--- src/rtl/sec_bloques_datos.sv ---
// Enable sequencer for the clock/date/chronometer counter blocks: one-hot enables,
// manual single-channel dwell or full scan with a one-cycle gap between channels.
module sec_bloques_datos #(
   parameter int N_CH    = 5,
   parameter int SEL_W   = 4,
   parameter int DWELL_W = 8
) (
   input  logic               i_clk,
   input  logic               i_reset,
   input  logic               i_start,
   input  logic               i_modo,
   input  logic [SEL_W-1:0]   i_selec,
   input  logic [DWELL_W-1:0] i_dwell,
   output logic [N_CH-1:0]    o_enable_cont,
   output logic [SEL_W-1:0]   o_canal_act,
   output logic               o_busy,
   output logic               o_done,
   output logic               o_error_sel
);

   typedef enum logic [1:0] {IDLE, HOLD, GAP, FIN} state_t;

   localparam logic [SEL_W-1:0] LAST_CH = SEL_W'(N_CH - 1);

   state_t             r_state;
   state_t             w_next;
   logic               r_modo;
   logic [DWELL_W-1:0] r_dwell;
   logic [DWELL_W-1:0] r_cnt;
   logic [SEL_W-1:0]   r_canal;
   logic [SEL_W-1:0]   w_canal_next;
   logic [N_CH-1:0]    w_enable_next;
   logic               w_busy_next;
   logic               w_done_next;
   logic               w_err_next;
   logic               w_sel_bad;
   logic               w_last;

   // One extra bit so that N_CH = 2^SEL_W never flags a selection as invalid.
   assign w_sel_bad = ({1'b0, i_selec} >= (SEL_W + 1)'(N_CH));
   assign w_last    = (r_cnt == r_dwell);

   always_ff @(posedge i_clk) begin
      if (i_reset) r_state <= IDLE;
      else         r_state <= w_next;
   end

   always_comb begin
      w_next = r_state;
      case (r_state)
         IDLE: if (i_start && (i_modo || !w_sel_bad)) w_next = HOLD;
         HOLD: if (w_last) w_next = (!r_modo || r_canal == LAST_CH) ? FIN : GAP;
         GAP:  w_next = HOLD;
         FIN:  w_next = IDLE;
         default: w_next = IDLE;
      endcase
   end

   // Outputs are computed one cycle ahead from the next state and then registered.
   always_comb begin
      w_canal_next = r_canal;
      if (r_state == IDLE && w_next == HOLD) w_canal_next = i_modo ? '0 : i_selec;
      else if (r_state == GAP)               w_canal_next = r_canal + 1'b1;
      w_enable_next = '0;
      for (int k = 0; k < N_CH; k++) begin
         if (w_next == HOLD && w_canal_next == SEL_W'(k)) w_enable_next[k] = 1'b1;
      end
      w_busy_next = (w_next == HOLD) || (w_next == GAP);
      w_done_next = (w_next == FIN);
      w_err_next  = (r_state == IDLE) && i_start && !i_modo && w_sel_bad;
   end

   always_ff @(posedge i_clk) begin
      if (i_reset) begin
         r_modo        <= 1'b0;
         r_dwell       <= DWELL_W'(1);
         r_cnt         <= '0;
         r_canal       <= '0;
         o_enable_cont <= '0;
         o_busy        <= 1'b0;
         o_done        <= 1'b0;
         o_error_sel   <= 1'b0;
      end else begin
         if (r_state == IDLE && i_start) begin
            r_modo  <= i_modo;
            r_dwell <= (i_dwell == '0) ? DWELL_W'(1) : i_dwell;
         end
         if (w_next == HOLD && r_state != HOLD) r_cnt <= DWELL_W'(1);
         else if (r_state == HOLD && !w_last)   r_cnt <= r_cnt + 1'b1;
         r_canal       <= w_canal_next;
         o_enable_cont <= w_enable_next;
         o_busy        <= w_busy_next;
         o_done        <= w_done_next;
         o_error_sel   <= w_err_next;
      end
   end

   assign o_canal_act = r_canal;

endmodule
--- config.mk ---
export PLATFORM = sky130hd
export DESIGN_NAME = sec_bloques_datos
export DESIGN_NICKNAME = d
export VERILOG_FILES = /design/src/rtl/sec_bloques_datos.sv
export SDC_FILE = /design/constraint.sdc
export NUM_CORES = 1
export LEC_CHECK = 0
export ABC_AREA = 1
export BUFFER_PORTS_ARGS = -buffer_cell sky130_fd_sc_hd__buf_4
export CAP_MARGIN = 5
export CORE_ASPECT_RATIO = 1.4
export CORE_UTILIZATION = 54
export DETAILED_ROUTE_END_ITERATION = 16
export PLACE_DENSITY = 0.88
export SLEW_MARGIN = 15
export SYNTH_ARGS = -nofsm -noshare
export SYNTH_HDL_FRONTEND = slang
export SYNTH_SLANG_ARGS = --single-unit
--- constraint.sdc ---
create_clock -name i_clk -period 2.7 [get_ports i_clk]
set_input_delay 0.675 -clock i_clk [delete_from_list [all_inputs] [get_ports i_clk]]
set_output_delay 0.675 -clock i_clk [all_outputs]
set_load 0.005 [all_outputs]
==> reports/results.tsv <==
metric	value	unit
Cell Count, Final, Fillers Out	288	
fmax	423	MHz
total vias in the final route	1491	
WL final	3420	um
Max VDD drop	0.575	mV
TritonRoute pass-1 iters	4	
Area Overhead vs Synth	17.7	%
worst r2r src	r_cnt[5]	
CTS resizes	0	
Critical Path RT	2.93	ns
Post-synth EDFFs	0	
mean area per synthesized cell	7.11	um^2
most common cell in the netlist	nand2_1	
Diodes inserted	0	
dpl cells	280	
cell mode on critical path	nand2_2	
Sequential Area	621	um^2
Ys Warns	0	
CP delay by family, top	simple AND/OR/NAND/NOR gates	
grt ovf	0	
Seq cells post-synth	31	
most common flop cell mapped by yosys	dfxtp_1	
unrepaired setup endpoints after global routing	false	
RD Place Congestion	0.846	
Initial Util	58.0	%
Final Cycle Share	87.6	%
Core Area	0.00270	mm^2
leading area contributor after synthesis	dfxtp_1	
Hold Vio Cnt, Final	0	
DIE AREA	0.00312	mm^2
cells after synthesis	220	
cts hold-fix bufs	0	
CTS Buf Count	5	
met2 WL	1880	um
post-synthesis sequential area ratio	39.7	%
adder-cell share of the synthesized area	4.00	%
CTS tree	yes	
Cell Area, Synth	0.00156	mm^2
Hold Path Origin	r_dwell[1]	
largest net degree at the start of global routing	14	
Ports	28	
asr flop ratio synth	0	%
Area after DPL	0.00179	mm^2
worst path bufs/invs	1	
Hold Crit Endpoint	r_dwell[1]	
number of fill cells	262	
WL met1	1330	um
vias per cell	5.18	
Cell Rows	22	
run status	finished clean	
first-pass GRT wire length	5520	um
critical path arrival	2.59	ns
cell count of the worst reg-to-reg path	13	
antenna violations before repair	0	
Pwr per Cell Area	618	mW/mm^2
Simple-Gate Fraction of Synth Area	30.0	%
WL met3	147	um
Slowest-stage cell, CP	dfxtp_1	
Pleak	0.864	nW
Crit Path Max Fanout	11	
CP startpoint kind	register	
fin crit period	2.36	ns
Wirelength per Cell	11.9	um
Post-Synth XOR/XNOR Area	5.52	%
post-route cell area	0.00184	mm^2
Clock Pin Slew Worst Setup and Hold Paths	0.10	ns
Skew-Pair Late Insertion Delay	0.33	ns
Synth top area share	39.7	%
Post-route DRC	0	
final setup fails	0	
chip width	47.5	um
Max Clock Skew	0.00748	ns
Worst R2R End	o_enable_cont[0]	
Post-DRT Antenna Nets	0	
share of layout cells above drive strength 1	20.2	%
post-CTS setup buffer count	0	
Root Buffer	clkbuf_4	
Netlist cell types	24	
worst hold path class	register to register	
Synth top cells by count	nand2_1 (45), dfxtp_1 (31), nor2_1 (28)	
largest family of logic cells by synthesized area	simple AND/OR/NAND/NOR gates	
final setup TNS	0	ns
Final Max Tran Viols	0	
critical path class	register to register	
clk buf depth	2	
area of the multi-input gates	800	um^2
compound-cell area share of the yosys netlist	11.6	%
cell depth of the worst min-delay path	2	
total clock sinks	31	
Max-Cap Viols	0	
Max transition margin	71.7	%
setup slack, reg-to-reg	0.34	ns
iteration-0 DRC count of the detailed router	24	
Die Ht	65.7	um
slowest stage delay, CP	0.46	ns
nets	272	
Top Metal Used	met4	
total track usage	25.5	%
actual slew at the worst max-slew pin	0.423	ns
H-tree Lvls	2	
Final HPWL DP	2690	um
multiplexer share of the synthesized area	0	%
number of global-route vias before repair	1344	
largest cells by area after synthesis	dfxtp_1 (40%), nand2_1 (11%), nand3_1 (7.4%), nor2_1 (6.7%), a21oi_1 (6.4%)	
net count after synthesis	241	
crit path capture type	register	
PortBufs	27	
worst path cell trace	xnor2_1 > nand2_1 > nor2_1 > nand2_2 > nand2_2 > nand2_1 > ha_1 > nand2_2 > a21oi_1 > a21oi_1 > inv_1 > nand3_1 > nor2_1	
[registers in the layout, summed over array words and instances, names as in the netlist]
| register | cells |
|---|---|
| r_state | 2 |
| r_cnt | 8 |
| o_enable_cont | 5 |
| r_dwell | 8 |
| o_canal_act | 4 |
| r_modo | 1 |
| o_error_sel | 1 |
| o_done | 1 |
| o_busy | 1 |
[kinds of logic after synthesis]
family | count (synthesis)
xor+xnor | 9
buf+inv | 33
fa+ha+maj | 5
flops | 31
simple gates | 108
compound gates | 34
[worst reg2reg max path: cells and delay by family (launching register included)]
| family | cells | cell delay, ns |
|---|---|---|
| AO/OA/AOI/OAI | 2 | 0.29 |
| XOR/XNOR | 1 | 0.15 |
| AND/OR/NAND/NOR | 8 | 0.99 |
| flip-flops | 1 | 0.46 |
| buffers and inverters | 1 | 0.14 |
| adder cells (fa/ha/maj) | 1 | 0.22 |
[worst max path at each step]
stage / from / cells past startpoint / to / slack, ns
detailed placement: i_modo / 14 / o_enable_cont[4] / 0.29
global placement: i_modo / 14 / o_enable_cont[0] / 0.37
floorplan: i_selec[2] / 14 / o_enable_cont[0] / 0.66
CTS: r_cnt[6] / 13 / o_enable_cont[0] / 0.37
finish: r_cnt[5] / 13 / o_enable_cont[0] / 0.34
global route: r_cnt[5] / 14 / o_enable_cont[0] / 0.08
[layout by cell type, fill, tap and decap left out]
| cell | netlist | layout |
|---|---|---|
| o21bai_1 | 1 | 1 |
| ha_1 | 5 | 5 |
| clkbuf_4 | 0 | 5 |
| nor3_1 | 3 | 3 |
| inv_2 | 3 | 3 |
| o21bai_2 | 1 | 1 |
| o21ai_0 | 11 | 11 |
| nand3_2 | 1 | 1 |
| nand2_1 | 45 | 45 |
| xnor2_1 | 4 | 4 |
| o211ai_1 | 1 | 1 |
| nand2_2 | 4 | 4 |
| nor2_2 | 3 | 3 |
| a21oi_1 | 20 | 20 |
| dfxtp_1 | 31 | 31 |
| nor2_4 | 1 | 1 |
| nand3_1 | 23 | 23 |
| nor2_1 | 28 | 28 |
| clkinv_2 | 0 | 3 |
| inv_1 | 25 | 25 |
| xor2_1 | 4 | 4 |
| buf_4 | 1 | 29 |
| xnor2_2 | 1 | 1 |
[routing by layer]
metal | global-route usage, % | up-vias
met4 | 8.57 | 0
met3 | 7.42 | 8
met5 | 0 | -
li1 | - | 762
met1 | 26.9 | 679
met2 | 45.4 | 42
[power by group]
group / internal (mW) / total, mW / switching [mW]
combinational: 0.134 / 0.340 / 0.206
clock: 0.0966 / 0.257 / 0.161
sequential: 0.505 / 0.540 / 0.0350
[cell type report]
cell class,count,share of cell area [%]
Multi-Input combinational cell,156,43.4
Sequential cell,31,33.7
Timing Repair Buffer,29,11.8
Inverter,28,5.71
Tap cell,36,2.45
Clock buffer,5,2.04
Clock inverter,3,0.816
[per-stage QoR]
stage          worst slack (ns)  total power, mW  hold WS, ns  utilization (%)
5_1_grt                  0.0829             1.21        0.512             68.2
6_report                  0.336             1.14        0.472             68.2
2_1_floorplan             0.664            0.777        0.444                -
3_3_place_gp              0.372            0.877        0.455             66.3
3_5_place_dp              0.292            0.886        0.463             66.3
4_1_cts                   0.365             1.14        0.477             68.2
Note: power is estimated with default switching activity, not from simulation.
